## src/rtl/reward_txq.sv

```systemverilog
// Reward stage: turns each received packet into a response entry, applies the Q-value
// reward update on data packets, and buffers responses in a DEPTH-entry transmit queue.
module reward_txq #(
  parameter int unsigned           WORD_WIDTH   = 16,
  parameter int unsigned           DEPTH        = 4,
  parameter int unsigned           ALPHA_SHIFT  = 2,
  parameter logic [WORD_WIDTH-1:0] LOW_E_THRESH = WORD_WIDTH'(16'h1000)
) (
  input  logic                    clk,
  input  logic                    rst,
  input  logic                    en,
  input  logic [2:0]              fPacketType,
  input  logic [WORD_WIDTH-1:0]   fSourceID,
  input  logic [WORD_WIDTH-1:0]   fSourceHops,
  input  logic [WORD_WIDTH-1:0]   fQValue,
  input  logic                    iAmDestination,
  input  logic [WORD_WIDTH-1:0]   myNodeID,
  input  logic [WORD_WIDTH-1:0]   myEnergy,
  input  logic [WORD_WIDTH-1:0]   hopsFromSink,
  input  logic [WORD_WIDTH-1:0]   myQValue,
  input  logic                    role,
  input  logic [WORD_WIDTH-1:0]   chosenCH,
  input  logic [WORD_WIDTH-1:0]   hopsFromCH,
  input  logic                    okToSend,
  output logic                    busy,
  output logic                    rValid,
  output logic [2:0]              rPacketType,
  output logic [WORD_WIDTH-1:0]   rSourceID,
  output logic [WORD_WIDTH-1:0]   rDestinationID,
  output logic [WORD_WIDTH-1:0]   rSourceHops,
  output logic [WORD_WIDTH-1:0]   rHopsFromCH,
  output logic [WORD_WIDTH-1:0]   rQValue,
  output logic [WORD_WIDTH-1:0]   rEnergyLeft,
  output logic [1:0]              tx_setting,
  output logic [WORD_WIDTH-1:0]   qValueOut,
  output logic                    qUpdate,
  output logic                    reward_done,
  output logic                    drop,
  output logic [$clog2(DEPTH):0]  fifoCount,
  output logic                    lowE
);

  localparam int unsigned PW = $clog2(DEPTH);
  localparam int unsigned CW = PW + 1;
  localparam int unsigned QW = WORD_WIDTH + 2;
  localparam logic [WORD_WIDTH-1:0] Q_MAX  = WORD_WIDTH'(16'h4000);
  localparam logic [WORD_WIDTH-1:0] COST_0 = WORD_WIDTH'(16'h0005);
  localparam logic [WORD_WIDTH-1:0] COST_1 = WORD_WIDTH'(16'h0009);
  localparam logic [WORD_WIDTH-1:0] COST_2 = WORD_WIDTH'(16'h0011);
  localparam logic [WORD_WIDTH-1:0] COST_3 = WORD_WIDTH'(16'h001B);

  typedef struct packed {
    logic [2:0]            ptype;
    logic [WORD_WIDTH-1:0] f_src;
    logic [WORD_WIDTH-1:0] f_hops;
    logic [WORD_WIDTH-1:0] f_q;
    logic                  i_am_dest;
    logic [WORD_WIDTH-1:0] my_id;
    logic [WORD_WIDTH-1:0] my_energy;
    logic [WORD_WIDTH-1:0] sink_hops;
    logic [WORD_WIDTH-1:0] my_q;
    logic                  role;
    logic [WORD_WIDTH-1:0] ch_id;
    logic [WORD_WIDTH-1:0] ch_hops;
  } rx_t;

  typedef struct packed {
    logic [2:0]            ptype;
    logic [WORD_WIDTH-1:0] src;
    logic [WORD_WIDTH-1:0] dst;
    logic [WORD_WIDTH-1:0] src_hops;
    logic [WORD_WIDTH-1:0] dst_hops;
    logic [WORD_WIDTH-1:0] qval;
    logic [WORD_WIDTH-1:0] energy;
    logic [1:0]            tx;
  } entry_t;

  typedef enum logic [1:0] {S_IDLE = 2'd0, S_CALC = 2'd1, S_PUSH = 2'd2} state_t;

  state_t state_q, state_d;
  logic   latch_c, calc_c, push_c;

  rx_t    rx_q;
  entry_t ent_c, ent_q, head_d, head_q;
  logic   enq_c, enq_q, qupd_c, qupd_q;
  logic [WORD_WIDTH-1:0] qnew_c, qnew_q, cost_c;
  logic signed [QW-1:0]  q_diff_c, q_step_c, q_sum_c;

  entry_t          mem_q [DEPTH];
  logic [PW-1:0]   rd_q, rd_d, wr_q, wr_d;
  logic [CW-1:0]   count_q, count_d;
  logic            pop_c, full_c, wr_c, drop_c;

  logic                  busy_q, done_q, qupd_pulse_q, drop_q, lowe_q;
  logic [WORD_WIDTH-1:0] qout_q;

  // FSM state register
  always_ff @(posedge clk) begin
    if (rst) state_q <= S_IDLE;
    else     state_q <= state_d;
  end

  // FSM next state
  always_comb begin
    state_d = state_q;
    case (state_q)
      S_IDLE:  if (en) state_d = S_CALC;
      S_CALC:  state_d = S_PUSH;
      S_PUSH:  state_d = S_IDLE;
      default: state_d = S_IDLE;
    endcase
  end

  // FSM outputs
  always_comb begin
    latch_c = 1'b0;
    calc_c  = 1'b0;
    push_c  = 1'b0;
    case (state_q)
      S_IDLE:  latch_c = en;
      S_CALC:  calc_c  = 1'b1;
      S_PUSH:  push_c  = 1'b1;
      default: ;
    endcase
  end

  // Q update: alpha-weighted step toward the received Q-value, clamped to [0, Q_MAX]
  always_comb begin
    q_diff_c = $signed({2'b00, rx_q.f_q}) - $signed({2'b00, rx_q.my_q});
    q_step_c = q_diff_c >>> ALPHA_SHIFT;
    q_sum_c  = $signed({2'b00, rx_q.my_q}) + q_step_c;
    if (q_sum_c < 0)                             qnew_c = '0;
    else if (q_sum_c > $signed({2'b00, Q_MAX}))  qnew_c = Q_MAX;
    else                                         qnew_c = q_sum_c[WORD_WIDTH-1:0];
  end

  // Response entry built from the latched packet and node context
  always_comb begin
    ent_c  = '0;
    enq_c  = 1'b0;
    qupd_c = 1'b0;
    cost_c = COST_0;
    ent_c.src      = rx_q.my_id;
    ent_c.src_hops = rx_q.sink_hops;
    case (rx_q.ptype)
      3'b000: begin
        enq_c          = 1'b1;
        ent_c.ptype    = 3'b000;
        ent_c.dst      = '1;
        ent_c.dst_hops = WORD_WIDTH'(1);
      end
      3'b010: begin
        enq_c          = ~rx_q.role;
        ent_c.ptype    = 3'b011;
        ent_c.dst      = rx_q.ch_id;
        ent_c.dst_hops = rx_q.ch_hops;
      end
      3'b001: begin
        enq_c          = rx_q.i_am_dest;
        qupd_c         = rx_q.i_am_dest;
        ent_c.ptype    = 3'b001;
        ent_c.src      = rx_q.f_src;
        ent_c.src_hops = rx_q.f_hops;
        ent_c.dst      = rx_q.role ? '0 : rx_q.ch_id;
        ent_c.dst_hops = rx_q.role ? rx_q.sink_hops : rx_q.ch_hops;
      end
      default: ;
    endcase
    ent_c.qval = qupd_c ? qnew_c : rx_q.my_q;
    if (ent_c.dst_hops <= WORD_WIDTH'(1))      ent_c.tx = 2'd0;
    else if (ent_c.dst_hops >= WORD_WIDTH'(4)) ent_c.tx = 2'd3;
    else                                       ent_c.tx = 2'(ent_c.dst_hops - WORD_WIDTH'(1));
    case (ent_c.tx)
      2'd0:    cost_c = COST_0;
      2'd1:    cost_c = COST_1;
      2'd2:    cost_c = COST_2;
      default: cost_c = COST_3;
    endcase
    ent_c.energy = (rx_q.my_energy > cost_c) ? (rx_q.my_energy - cost_c) : '0;
  end

  // Queue control; a pop frees the slot a same-cycle push needs when full
  always_comb begin
    pop_c   = okToSend && (count_q != '0);
    full_c  = (count_q == CW'(DEPTH));
    wr_c    = push_c && enq_q && (!full_c || pop_c);
    drop_c  = push_c && enq_q && full_c && !pop_c;
    rd_d    = pop_c ? rd_q + PW'(1) : rd_q;
    wr_d    = wr_c ? wr_q + PW'(1) : wr_q;
    count_d = count_q + CW'(wr_c) - CW'(pop_c);
    if (count_d == '0)                 head_d = '0;
    else if (wr_c && (wr_q == rd_d))   head_d = ent_q;
    else                               head_d = mem_q[rd_d];
  end

  always_ff @(posedge clk) begin
    if (wr_c) mem_q[wr_q] <= ent_q;
  end

  always_ff @(posedge clk) begin
    if (rst) begin
      rx_q         <= '0;
      ent_q        <= '0;
      enq_q        <= 1'b0;
      qupd_q       <= 1'b0;
      qnew_q       <= '0;
      rd_q         <= '0;
      wr_q         <= '0;
      count_q      <= '0;
      head_q       <= '0;
      busy_q       <= 1'b0;
      done_q       <= 1'b0;
      qupd_pulse_q <= 1'b0;
      drop_q       <= 1'b0;
      qout_q       <= '0;
      lowe_q       <= 1'b0;
    end else begin
      if (latch_c) begin
        rx_q <= '{ptype: fPacketType, f_src: fSourceID, f_hops: fSourceHops, f_q: fQValue,
                  i_am_dest: iAmDestination, my_id: myNodeID, my_energy: myEnergy,
                  sink_hops: hopsFromSink, my_q: myQValue, role: role,
                  ch_id: chosenCH, ch_hops: hopsFromCH};
      end
      if (calc_c) begin
        ent_q  <= ent_c;
        enq_q  <= enq_c;
        qupd_q <= qupd_c;
        qnew_q <= qnew_c;
      end
      rd_q         <= rd_d;
      wr_q         <= wr_d;
      count_q      <= count_d;
      head_q       <= head_d;
      busy_q       <= (state_d != S_IDLE);
      done_q       <= push_c;
      qupd_pulse_q <= push_c && qupd_q;
      drop_q       <= drop_c;
      if (push_c && qupd_q) qout_q <= qnew_q;
      lowe_q       <= (myEnergy < LOW_E_THRESH);
    end
  end

  assign busy           = busy_q;
  assign rValid         = (count_q != '0);
  assign rPacketType    = head_q.ptype;
  assign rSourceID      = head_q.src;
  assign rDestinationID = head_q.dst;
  assign rSourceHops    = head_q.src_hops;
  assign rHopsFromCH    = head_q.dst_hops;
  assign rQValue        = head_q.qval;
  assign rEnergyLeft    = head_q.energy;
  assign tx_setting     = head_q.tx;
  assign qValueOut      = qout_q;
  assign qUpdate        = qupd_pulse_q;
  assign reward_done    = done_q;
  assign drop           = drop_q;
  assign fifoCount      = count_q;
  assign lowE           = lowe_q;

endmodule

```

## config.mk

```make
export PLATFORM = sky130hd
export DESIGN_NAME = reward_txq
export DESIGN_NICKNAME = d
export VERILOG_FILES = /design/src/rtl/reward_txq.sv
export SDC_FILE = /design/constraint.sdc
export NUM_CORES = 1
export LEC_CHECK = 0
export BUFFER_PORTS_ARGS = -buffer_cell sky130_fd_sc_hd__buf_4
export CAP_MARGIN = 0
export CORE_UTILIZATION = 25
export CTS_CLUSTER_SIZE = 14
export DETAILED_ROUTE_END_ITERATION = 10
export GPL_TIMING_DRIVEN = 1
export SYNTH_ARGS = -nofsm -noshare
export SYNTH_HDL_FRONTEND = slang
export SYNTH_SLANG_ARGS = --single-unit
export TNS_END_PERCENT = 30
```

## constraint.sdc

```tcl
create_clock -name clk -period 5.32 [get_ports clk]
set_clock_uncertainty 0.15 [all_clocks]
set_input_delay 0 -clock clk [delete_from_list [all_inputs] [get_ports clk]]
set_output_delay 0 -clock clk [all_outputs]
set_load 0.05 [all_outputs]
```

==> results_dict.tcl <==
set metrics [dict create \
    status "finished, final reports clean" \
    synth.distinct_cells 69 \
    synthesis.nets 2811 \
    synth.avg_cell_area_um2 11.9 \
    placed_cell_area_mm2 0.0350 \
    core_area_mm2 0.124 \
    end_kind "flop" \
    period_share_pct 94.0 \
    switching_share_pct 32.6 \
    grt_max_degree 102 \
    seqPwrFrac_pct 38.6 \
    gp_congestion 0.803 \
    reg2reg_to "ent_q[17]$_SDFFE_PP0P_" \
    htree_levels 3 \
    crit_top_cell "a21oi_1" \
    maxCapViolCount 0 \
    antenna_found_initial 5 \
    hold_viol_final 0 \
    synthFlopType "edfxtp_1" \
    port_buffers 277 \
    post-place-ws_ps 49.3 \
    setup_tns_ps 0 \
    leakage_nw 15.3 \
    yosysSeqAreaShare_pct 64.1 \
    netlist_instances 2609 \
    yosys.cell_count.top_type "nand2_1" \
    crit_arrival_ps 5430 \
    die_area_mm2 0.126 \
    clkTransAtPathRegs_ps 60 \
    pwr_density_cell_mw_per_mm2 446 \
    fin_crit_ps 5000 \
    cp_top_family "simple AND/OR/NAND/NOR gates" \
    ant_nets 0 \
    hold_path_end "drop$_SDFF_PP0_" \
    area_growth_pct 33.8 \
    ios 279 \
    utilization_pct 33.7 \
    crit_path_start_kind "flop" \
    fin_nets 3410 \
    synth_edf_count 400 \
    synth_warnings 0 \
    yosys.area.top_type_share_pct 38.6 \
    p_switching_mw 6.06 \
    via_per_inst 4.56 \
    cpPeakStageDelay_ps 690 \
    routed_wl_um 95800 \
    rsz0062_at_grt "no" \
    grt_overflow 0 \
    worstMarginPinSlew_ps 1010 \
    worst_hold_startpoint "okToSend" \
    r2r_cells 16 \
    cts_tree "built" \
    drive_gt1_share_pct 18.2 \
    vdd_drop_max_mv 0.340 \
    clockRootBuffer "clkbuf_16" \
    cts_made_buffers 86 \
    path_class "reg -> reg" \
    synthesis.area_mm2 0.0311 \
    crit_buf_inv 0 \
    reg2reg_from "rx_q[146]$_SDFFE_PP0P_" \
    yosys-top-cells-area "edfxtp_1 (39%), dfxtp_1 (26%), mux4_2 (7.2%)" \
    r2r_slack_ps 320 \
    cts_buffer_depth 3 \
    initial_core_util_pct 25.2 \
    num_vias 22500 \
    drt_iter0_markers 1663 \
    power.share.clock_pct 32.4 \
    fin_ws_ps 319 \
    remaining_drc_errors 0 \
    yosys.area.top_type "edfxtp_1" \
    grt_usage_pct 15.0 \
    fmax_ghz 0.200 \
    dr.pass1.iters 5 \
    fp-row-count 129 \
    relSlewSlack_pct 32.6 \
    hold_depth 4 \
    fin_area_mm2 0.0417 \
    crit_path_max_fanout 15 \
    insertion_delay_ps 680 \
    grt_pass1_vias 22300 \
    ys_ff_latch 797 \
    clock_sinks 797 \
    synth_common_cells "nand2_1 (595), edfxtp_1 (400), dfxtp_1 (397)" \
    hold_path.class "in -> reg" \
    power_mw 18.6 \
    async_flop_share_pct 0 \
    setup_viol 0 \
    die_width_um 355 \
    crit_chain "nor3b_2, and2_1, a22oi_1, nand4_1, or4_1, a21oi_1, nand2_1, ha_1, nor2b_1, o21ai_0, a21oi_1, nor3_1, a21oi_1, o41a_1, nor2b_1, a22o_1" \
    critPathSlowestCell "or4_1" \
    cp_data_required_time_ps 5750 \
    grt_first_pass_wirelength_um 142000 \
    pwr-share-comb_pct 29.0 \
    dp_hpwl_um 60000 \
    die_y_um 355 \
    p_int_mw 12.5 \
    slew_viol_final 0 \
    wire_per_inst_um 19.5 \
]
## power groups by stage
stage	sequential, mW	clock [mW]	combinational [mW]
floorplan	8.04	0	2.87
global placement	7.32	0	5.20
detailed placement	7.32	0	5.22
CTS	7.19	6.19	5.45
global route	7.22	6.43	5.81
finish	7.17	6.03	5.39
## stage by stage
step,hold slack [ps],instances
6_report,69.4,4920
5_1_grt,44.2,4920
4_1_cts,20.5,4919
3_5_place_dp,66.4,4387
3_3_place_gp,69.9,4387
2_1_floorplan,-78.4,2609
## layer usage
layer	wire length [µm]	vias to the layer above	track usage, %
met3	6000	126	3.56
met5	23	-	0
met2	45000	679	24.0
met1	42800	11100	20.0
met4	2050	4	4.26
li1	-	10500	-
## cell families (layout without fill, tap and decap cells)
group	after synthesis	in the layout	synth area share (%)
compound gates	523	523	10.4
xor+xnor	44	44	1.24
fa+ha+maj	49	49	2.04
buf+inv	213	886	2.78
flops	797	797	64.1
mux	134	134	8.33
other cells	1	2	0.0120
simple gates	848	848	11.1
## layout make-up
cell class | count | area (µm²)
clock inverter | 34 | 359
inverter | 41 | 154
timing repair buffer | 683 | 6160
antenna | 1 | 2.50
sequential | 797 | 20000
multi-input combinational | 1599 | 10500
fill | 12200 | 82000
tap | 1637 | 2050
clock buffer | 128 | 2500
## repair_timing
item,in CTS,in global routing
endpoints found under the setup margin,0,32
hold buffers,370,0
gates resized for setup,0,11
endpoints found under the hold margin,199,0
setup buffers,0,0
## state kept, by name, indices dropped and copies added, names as in the netlist, 2 cells and up
signal and count:
tx_setting 2, rQValue 16, qValueOut 16, mem_q 400
qnew_q 16, rSourceHops 16, ent_q 100, rPacketType 2
rSourceID 16, rx_q 149, wr_q 2, rDestinationID 16
rd_q 2, rHopsFromCH 16, state_q 2, fifoCount 3
rEnergyLeft 16
## placed cells by master (no fill, tap or decap), types with 9 or more instances in the layout
| cell | instances |
|---|---|
| dlygate4sd3_1 | 370 |
| inv_1 | 41 |
| a21oi_1 | 337 |
| o41ai_2 | 11 |
| xor2_1 | 20 |
| a211oi_1 | 54 |
| clkinv_2 | 11 |
| nor2_1 | 142 |
| mux2i_1 | 34 |
| dfxtp_1 | 396 |
| clkbuf_8 | 13 |
| xnor2_1 | 21 |
| a21o_1 | 22 |
| buf_4 | 304 |
| nor3_1 | 9 |
| clkbuf_1 | 26 |
| nand3_1 | 20 |
| ha_1 | 46 |
| mux4_2 | 100 |
| a22oi_1 | 27 |
| edfxtp_1 | 400 |
| clkbuf_16 | 89 |
| nand2_1 | 594 |
## tightest hold or removal path: cells and delay by family
kind | cells | cell delay (ps)
simple gates | 2 | 190
buf+inv | 2 | 650
## worst max-delay path by stage
stage / depth (start not counted) / to / slack, ps / from
after global routing: 16 / ent_q[13]$_SDFFE_PP0P_ / 3 / rx_q[146]$_SDFFE_PP0P_
after floorplan: 20 / ent_q[31]$_SDFFE_PP0P_ / 620 / rx_q[34]$_SDFFE_PP0P_
final: 16 / ent_q[17]$_SDFFE_PP0P_ / 320 / rx_q[146]$_SDFFE_PP0P_
after global placement: 20 / ent_q[27]$_SDFFE_PP0P_ / 260 / rx_q[34]$_SDFFE_PP0P_
after detailed placement: 20 / ent_q[27]$_SDFFE_PP0P_ / 50 / rx_q[34]$_SDFFE_PP0P_
after CTS: 20 / ent_q[27]$_SDFFE_PP0P_ / 30 / rx_q[34]$_SDFFE_PP0P_
No activity file was read; power rests on OpenSTA's default activity.
